## src/rtl/life_gen_sequencer_if.sv

```systemverilog
// Control/status bundle between user controls,
// the generation sequencer and the cell array.
interface life_gen_sequencer_if #(
    parameter int RATE_W = 4,
    parameter int GEN_W  = 16
);
    logic              run;
    logic              step;
    logic [RATE_W-1:0] rate;
    logic [2:0]        tick;
    logic              tick_stb;
    logic              commit;
    logic [GEN_W-1:0]  gen_count;
    logic              busy;
    logic [1:0]        state;

    modport master (
        output run,
        output step,
        output rate,
        input  tick,
        input  tick_stb,
        input  commit,
        input  gen_count,
        input  busy,
        input  state
    );

    modport slave (
        input  run,
        input  step,
        input  rate,
        output tick,
        output tick_stb,
        output commit,
        output gen_count,
        output busy,
        output state
    );
endinterface

```

## src/rtl/life_gen_sequencer.sv

```systemverilog
// Game of Life 8-tick sweep sequencer: tick phase,
// prescaled tick strobe, generation commit and count.
module life_gen_sequencer #(
    parameter int RATE_W = 4,
    parameter int GEN_W  = 16
) (
    input  logic                 clk,
    input  logic                 rst,
    life_gen_sequencer_if.slave  bus
);
    localparam logic [1:0] IDLE  = 2'd0;
    localparam logic [1:0] RUN   = 2'd1;
    localparam logic [1:0] STEP  = 2'd2;
    localparam logic [1:0] DRAIN = 2'd3;

    localparam logic [RATE_W-1:0] PS_ONE  = 1;
    localparam logic [GEN_W-1:0]  GEN_ONE = 1;

    logic [1:0]        state_q;
    logic [1:0]        state_d;
    logic [2:0]        tick_q;
    logic [RATE_W-1:0] presc_q;
    logic [RATE_W-1:0] rate_q;
    logic [GEN_W-1:0]  gen_q;
    logic              tick_stb;
    logic              commit;
    logic              busy;

    assign busy     = (state_q != IDLE);
    assign tick_stb = busy && (presc_q == rate_q);
    assign commit   = tick_stb && (tick_q == 3'd7);

    assign bus.tick      = tick_q;
    assign bus.tick_stb  = tick_stb;
    assign bus.commit    = commit;
    assign bus.gen_count = gen_q;
    assign bus.busy      = busy;
    assign bus.state     = state_q;

    // A sweep only ends on commit; run decides what follows it.
    always_comb begin
        state_d = state_q;
        unique case (state_q)
            IDLE: begin
                if (bus.run)
                    state_d = RUN;
                else if (bus.step)
                    state_d = STEP;
            end
            RUN: begin
                if (commit)
                    state_d = bus.run ? RUN : IDLE;
                else if (!bus.run)
                    state_d = DRAIN;
            end
            STEP: begin
                if (commit)
                    state_d = IDLE;
                else if (bus.run)
                    state_d = RUN;
            end
            DRAIN: begin
                if (commit)
                    state_d = bus.run ? RUN : IDLE;
                else if (bus.run)
                    state_d = RUN;
            end
            default: state_d = IDLE;
        endcase
    end

    always_ff @(posedge clk) begin
        if (rst) begin
            state_q <= IDLE;
            tick_q  <= 3'd0;
            presc_q <= '0;
            rate_q  <= '0;
            gen_q   <= '0;
        end else begin
            state_q <= state_d;
            if (state_q == IDLE) begin
                tick_q  <= 3'd0;
                presc_q <= '0;
                if (state_d != IDLE)
                    rate_q <= bus.rate;
            end else begin
                if (tick_stb) begin
                    presc_q <= '0;
                    tick_q  <= tick_q + 3'd1;
                end else begin
                    presc_q <= presc_q + PS_ONE;
                end
                // New rate only lands on a sweep boundary.
                if (commit) begin
                    rate_q <= bus.rate;
                    gen_q  <= gen_q + GEN_ONE;
                end
            end
        end
    end
endmodule

```

## src/flat_wrapper.sv

```systemverilog
// flat-port wrapper written by rule: the top's interface ports become plain ports
module life_gen_sequencer_flat 
#(
    parameter int RATE_W = 4,
    parameter int GEN_W  = 16
)
  (clk, rst, bus_run, bus_step, bus_rate, bus_tick, bus_tick_stb, bus_commit, bus_gen_count, bus_busy, bus_state);
  life_gen_sequencer_if #(.RATE_W(RATE_W), .GEN_W(GEN_W)) bus_i ();
  input  logic clk;
  input  logic rst;
  input wire logic [$bits(bus_i.run)-1:0] bus_run;
  input wire logic [$bits(bus_i.step)-1:0] bus_step;
  input wire logic [$bits(bus_i.rate)-1:0] bus_rate;
  output wire logic [$bits(bus_i.tick)-1:0] bus_tick;
  output wire logic [$bits(bus_i.tick_stb)-1:0] bus_tick_stb;
  output wire logic [$bits(bus_i.commit)-1:0] bus_commit;
  output wire logic [$bits(bus_i.gen_count)-1:0] bus_gen_count;
  output wire logic [$bits(bus_i.busy)-1:0] bus_busy;
  output wire logic [$bits(bus_i.state)-1:0] bus_state;
  assign bus_i.run = bus_run;
  assign bus_i.step = bus_step;
  assign bus_i.rate = bus_rate;
  assign bus_tick = bus_i.tick;
  assign bus_tick_stb = bus_i.tick_stb;
  assign bus_commit = bus_i.commit;
  assign bus_gen_count = bus_i.gen_count;
  assign bus_busy = bus_i.busy;
  assign bus_state = bus_i.state;
  life_gen_sequencer #(.RATE_W(RATE_W), .GEN_W(GEN_W)) u_core (.clk(clk), .rst(rst), .bus(bus_i));
endmodule
```

## config.mk

```make
export PLATFORM = sky130hd
export DESIGN_NAME = life_gen_sequencer_flat
export DESIGN_NICKNAME = d
export VERILOG_FILES = /design/src/rtl/life_gen_sequencer_if.sv /design/src/rtl/life_gen_sequencer.sv /design/src/flat_wrapper.sv
export SDC_FILE = /design/constraint.sdc
export NUM_CORES = 1
export LEC_CHECK = 0
export CAP_MARGIN = 20
export CORE_ASPECT_RATIO = 0.9
export CORE_MARGIN = 10
export CORE_UTILIZATION = 52
export CTS_BUF_LIST = sky130_fd_sc_hd__clkbuf_4 sky130_fd_sc_hd__clkbuf_8 sky130_fd_sc_hd__clkbuf_16
export DETAILED_ROUTE_END_ITERATION = 10
export GPL_TIMING_DRIVEN = 0
export PLACE_DENSITY_LB_ADDON = 0.15
export RECOVER_POWER = 100
export SLEW_MARGIN = 25
export SYNTH_ARGS = -nofsm -noshare
export SYNTH_HDL_FRONTEND = slang
export SYNTH_SLANG_ARGS = --single-unit
```

## constraint.sdc

```tcl
create_clock -name clk -period 3.6 [get_ports clk]
set_input_delay 0.36 -clock clk [delete_from_list [all_inputs] [get_ports clk]]
set_output_delay 0.36 -clock clk [all_outputs]
set_load 0.05 [all_outputs]
```

==> results.md <==
- CP top delay family: buffers and inverters
- Routability cong.: a little over 0.7
- Grt ovf: 0
- WP buf/inv: 2
- Met1 wire length: between 1000 and 1500 um
- Initial Util: between 50% and 60%
- Clock share of power: 32.6%
- Commonest non-fill, non-tap cell in the layout: dfxtp_1
- Wire length on met2: ~1400 um
- Worst min-delay path category: in -> reg
- Starting DRT DRC Count: around 60
- CP max stage cell: clkdlybuf4s50_1
- Core footprint: between 0.002 and 0.0025 sq mm
- Unrepaired setup endpoints after global routing: no
- Total track usage: between 10% and 20%
- Number of gates resized after cts: 0
- Logic gate share of total power: approximately 14%
- Total Nets Final: around 190
- Reg power frac: between 50% and 60%
- Commonest non-fill, non-tap cells in the layout: dfxtp_1 (29), nor2_1 (27), dlygate4sd3_1 (23)
- Avg Inst Size Synth: 9.269 sq um
- Post-DRT Antenna Nets: 0
- Kind of critical path: reg -> out
- Endpoints failing setup: 0
- DIE WIDTH: between 70 and 80 um
- Slew headroom: 65.22%
- Post-CTS setup buffer count: 0
- Met3 routed WL: ~230 um
- Ratio of cells with drive above 1 in the final layout: roughly 5.6%
- Setup ws final: ~0.47 ns
- Crit-path cells: ha_1 -> ha_1 -> nor3b_2 -> and2_0 -> clkbuf_1 -> clkdlybuf4s50_1
- Worst r2r src: u_core.bus.tick[0]
- Crit-path max cell delay: between 0.8 and 0.9 ns
- Dpl hpwl: 2285 um
- Synth top area cells: dfxtp_1 (44%), xor2_1 (13%), nor2_1 (7.7%)
- Aggregate negative setup slack: 0 ns
- Root Driver: clkbuf_4
- Peak VDD IR: approximately 0.28 mV
- HP Start: rst
- P_leak: 0.8065 nW
- Cell Area, Synth: 0.001316 sq mm
- Pwr/cell area: ~370 mW/mm^2
- Die Span Y: 67.73 um
- Critical path required time: 3.24 ns
- DR pass1 iterations: 4
- CTS Buf Count: 5
- Top-area cell type share of the netlist area: between 40% and 50%
- Fin crit share: between 80% and 90%
- Hold Violations, Final: 0
- Pre-CTS WS: 1.067 ns
- DR vias/cell: about 5.4
- Psw: approximately 170 uW
- Max-cap viol count: 0
- Syn Inst Count: around 140
- CP arrival: approximately 2.8 ns
- Antenna violations before repair: 0
- DP Area: between 0.0015 and 0.002 sq mm
- Worst-Margin Slew: 0.5200 ns
- Row count: 17
- I/O Pins: 32
- Top layer in use: met4
- Synth-to-layout area growth: 29.47%
- # fillers: 206
- Area occupied by registers: 580.6 sq um
- Area occupied by multi-input gates: 695.7 sq um
- Die area: between 0.004 and 0.005 sq mm
- Sequential area share after synthesis: 44.11%
- Routed WL: between 3000 and 4000 um
- Finished Layout Cells: between 200 and 250
- Drt drc: 0
- Startpoint Class: flop
- TritonCTS clock tree: done
- Area leader, netlist: dfxtp_1
- Global-route wire length before repair: around 5200 um
- WL/cell: about 15 um
- Placed cells: 200
- Number of port buffers: 30
- Antenna cells: 0
- Syn Nets: roughly 150
- DR vias: 1122
- Internal power: about 460 uW
- CP max FO: 7
- CTS Sinks: 29
- FMAX: about 320 MHz
- Worst skew pair latency: 0.32 ns
- Status: complete, no violations
- Shortest period the worst path allows: about 3.1 ns
- Number of global-route vias before repair: 1163
- Cell repeated most along the worst path: ha_1
- Setup crit end kind: primary output
- Max-slew violations: 0
- Reg clk slew, reported paths: approximately 0.080 ns
- Post-route cell area: roughly 0.0017 sq mm
- Post-CTS Hold Buffers: 0
- Switch share: ~27%
- Max clock buf depth: 2
- Clk_skew: between 0.005 and 0.006 ns
- Worst setup path start: u_core.bus.tick[0]
- Synth Register Bits: 29
- Yosys cell types: 26
- Synth Warn #: 0
- Pin count of the biggest net entering global routing: 11
- CTS H-tree depth: 2
## synth_stat cells, drive strengths merged
| cell | n |
|---|---|
| mux2i | 7 |
| nand3 | 5 |
| nor3 | 4 |
| and3 | 9 |
| nor4 | 1 |
| mux2 | 1 |
| and4 | 1 |
| and2 | 5 |
| a211oi | 1 |
| o21a | 1 |
| a21oi | 2 |
| ha | 4 |
| dfxtp | 29 |
| xnor2 | 2 |
| buf | 4 |
| nor2 | 27 |
| nor2b | 1 |
| clkbuf | 2 |
| xor2 | 19 |
| inv | 3 |
| nor3b | 1 |
| nand4 | 11 |
| nand2 | 2 |
## registers in the layout, summed over array words and instances, names as in the netlist
name and cells:
u_core.bus.state 2, u_core.presc_q 4, u_core.bus.gen_count 16, u_core.rate_q 4, u_core.bus.tick 3
## final cells by class
type,count,area share (%)
multi-input cells,104,40.82
flip-flops and latches,29,34.07
repair buffers,30,17.62
clock buffers,7,3.451
well taps,28,2.056
plain buffers,6,1.322
inverters,3,0.6608
## power groups by stage
stage / Clock (mW) / Sequential [mW] / Combinational, mW
global route: 0.228 / 0.335 / 0.0953
finish: 0.204 / 0.333 / 0.0879
floorplan: 0 / 0.348 / 0.0547
detailed placement: 0 / 0.341 / 0.0903
CTS: 0.210 / 0.334 / 0.0903
global placement: 0 / 0.341 / 0.0878
## metrics by stage
stage	util, %	total power, mW	hold WS (ns)
CTS	69.92	0.6337	0.4633
global route	69.67	0.6580	0.4839
finish	69.67	0.6252	0.4801
detailed placement	67.52	0.4315	0.4766
global placement	67.52	0.4284	0.4615
floorplan	-	0.4024	0.4383
## per-layer routing
| metal | up-vias | track usage [%] |
|---|---|---|
| met2 | 27 | 22.00 |
| met4 | 0 | 7.583 |
| met1 | 527 | 13.87 |
| met5 | - | 0 |
| li1 | 563 | - |
| met3 | 5 | 5.124 |
## path summary, 6_finish.rpt
check                                           endpoint  slack, ns  cells after the start
worst max-delay path                          bus_commit       0.47                      6
worst min-delay path                  u_core.bus.tick[0]       0.48                      2
worst max register to register  u_core.bus.gen_count[14]       1.45                      7
worst min register to register         u_core.presc_q[0]       0.48                      1
## kinds of logic (layout without fill, tap and decap cells)
| family | Yosys count | after routing | synth area share [%] |
|---|---|---|---|
| buffers and inverters | 9 | 46 | 3.042 |
| multiplexers | 8 | 8 | 6.179 |
| XOR/XNOR | 21 | 21 | 13.97 |
| AO/OA/AOI/OAI | 4 | 4 | 1.902 |
| AND/OR/NAND/NOR | 67 | 67 | 27.00 |
| flip-flops | 29 | 29 | 44.11 |
| adder cells (fa/ha/maj) | 4 | 4 | 3.802 |
Note: power is estimated with default switching activity, not from simulation.
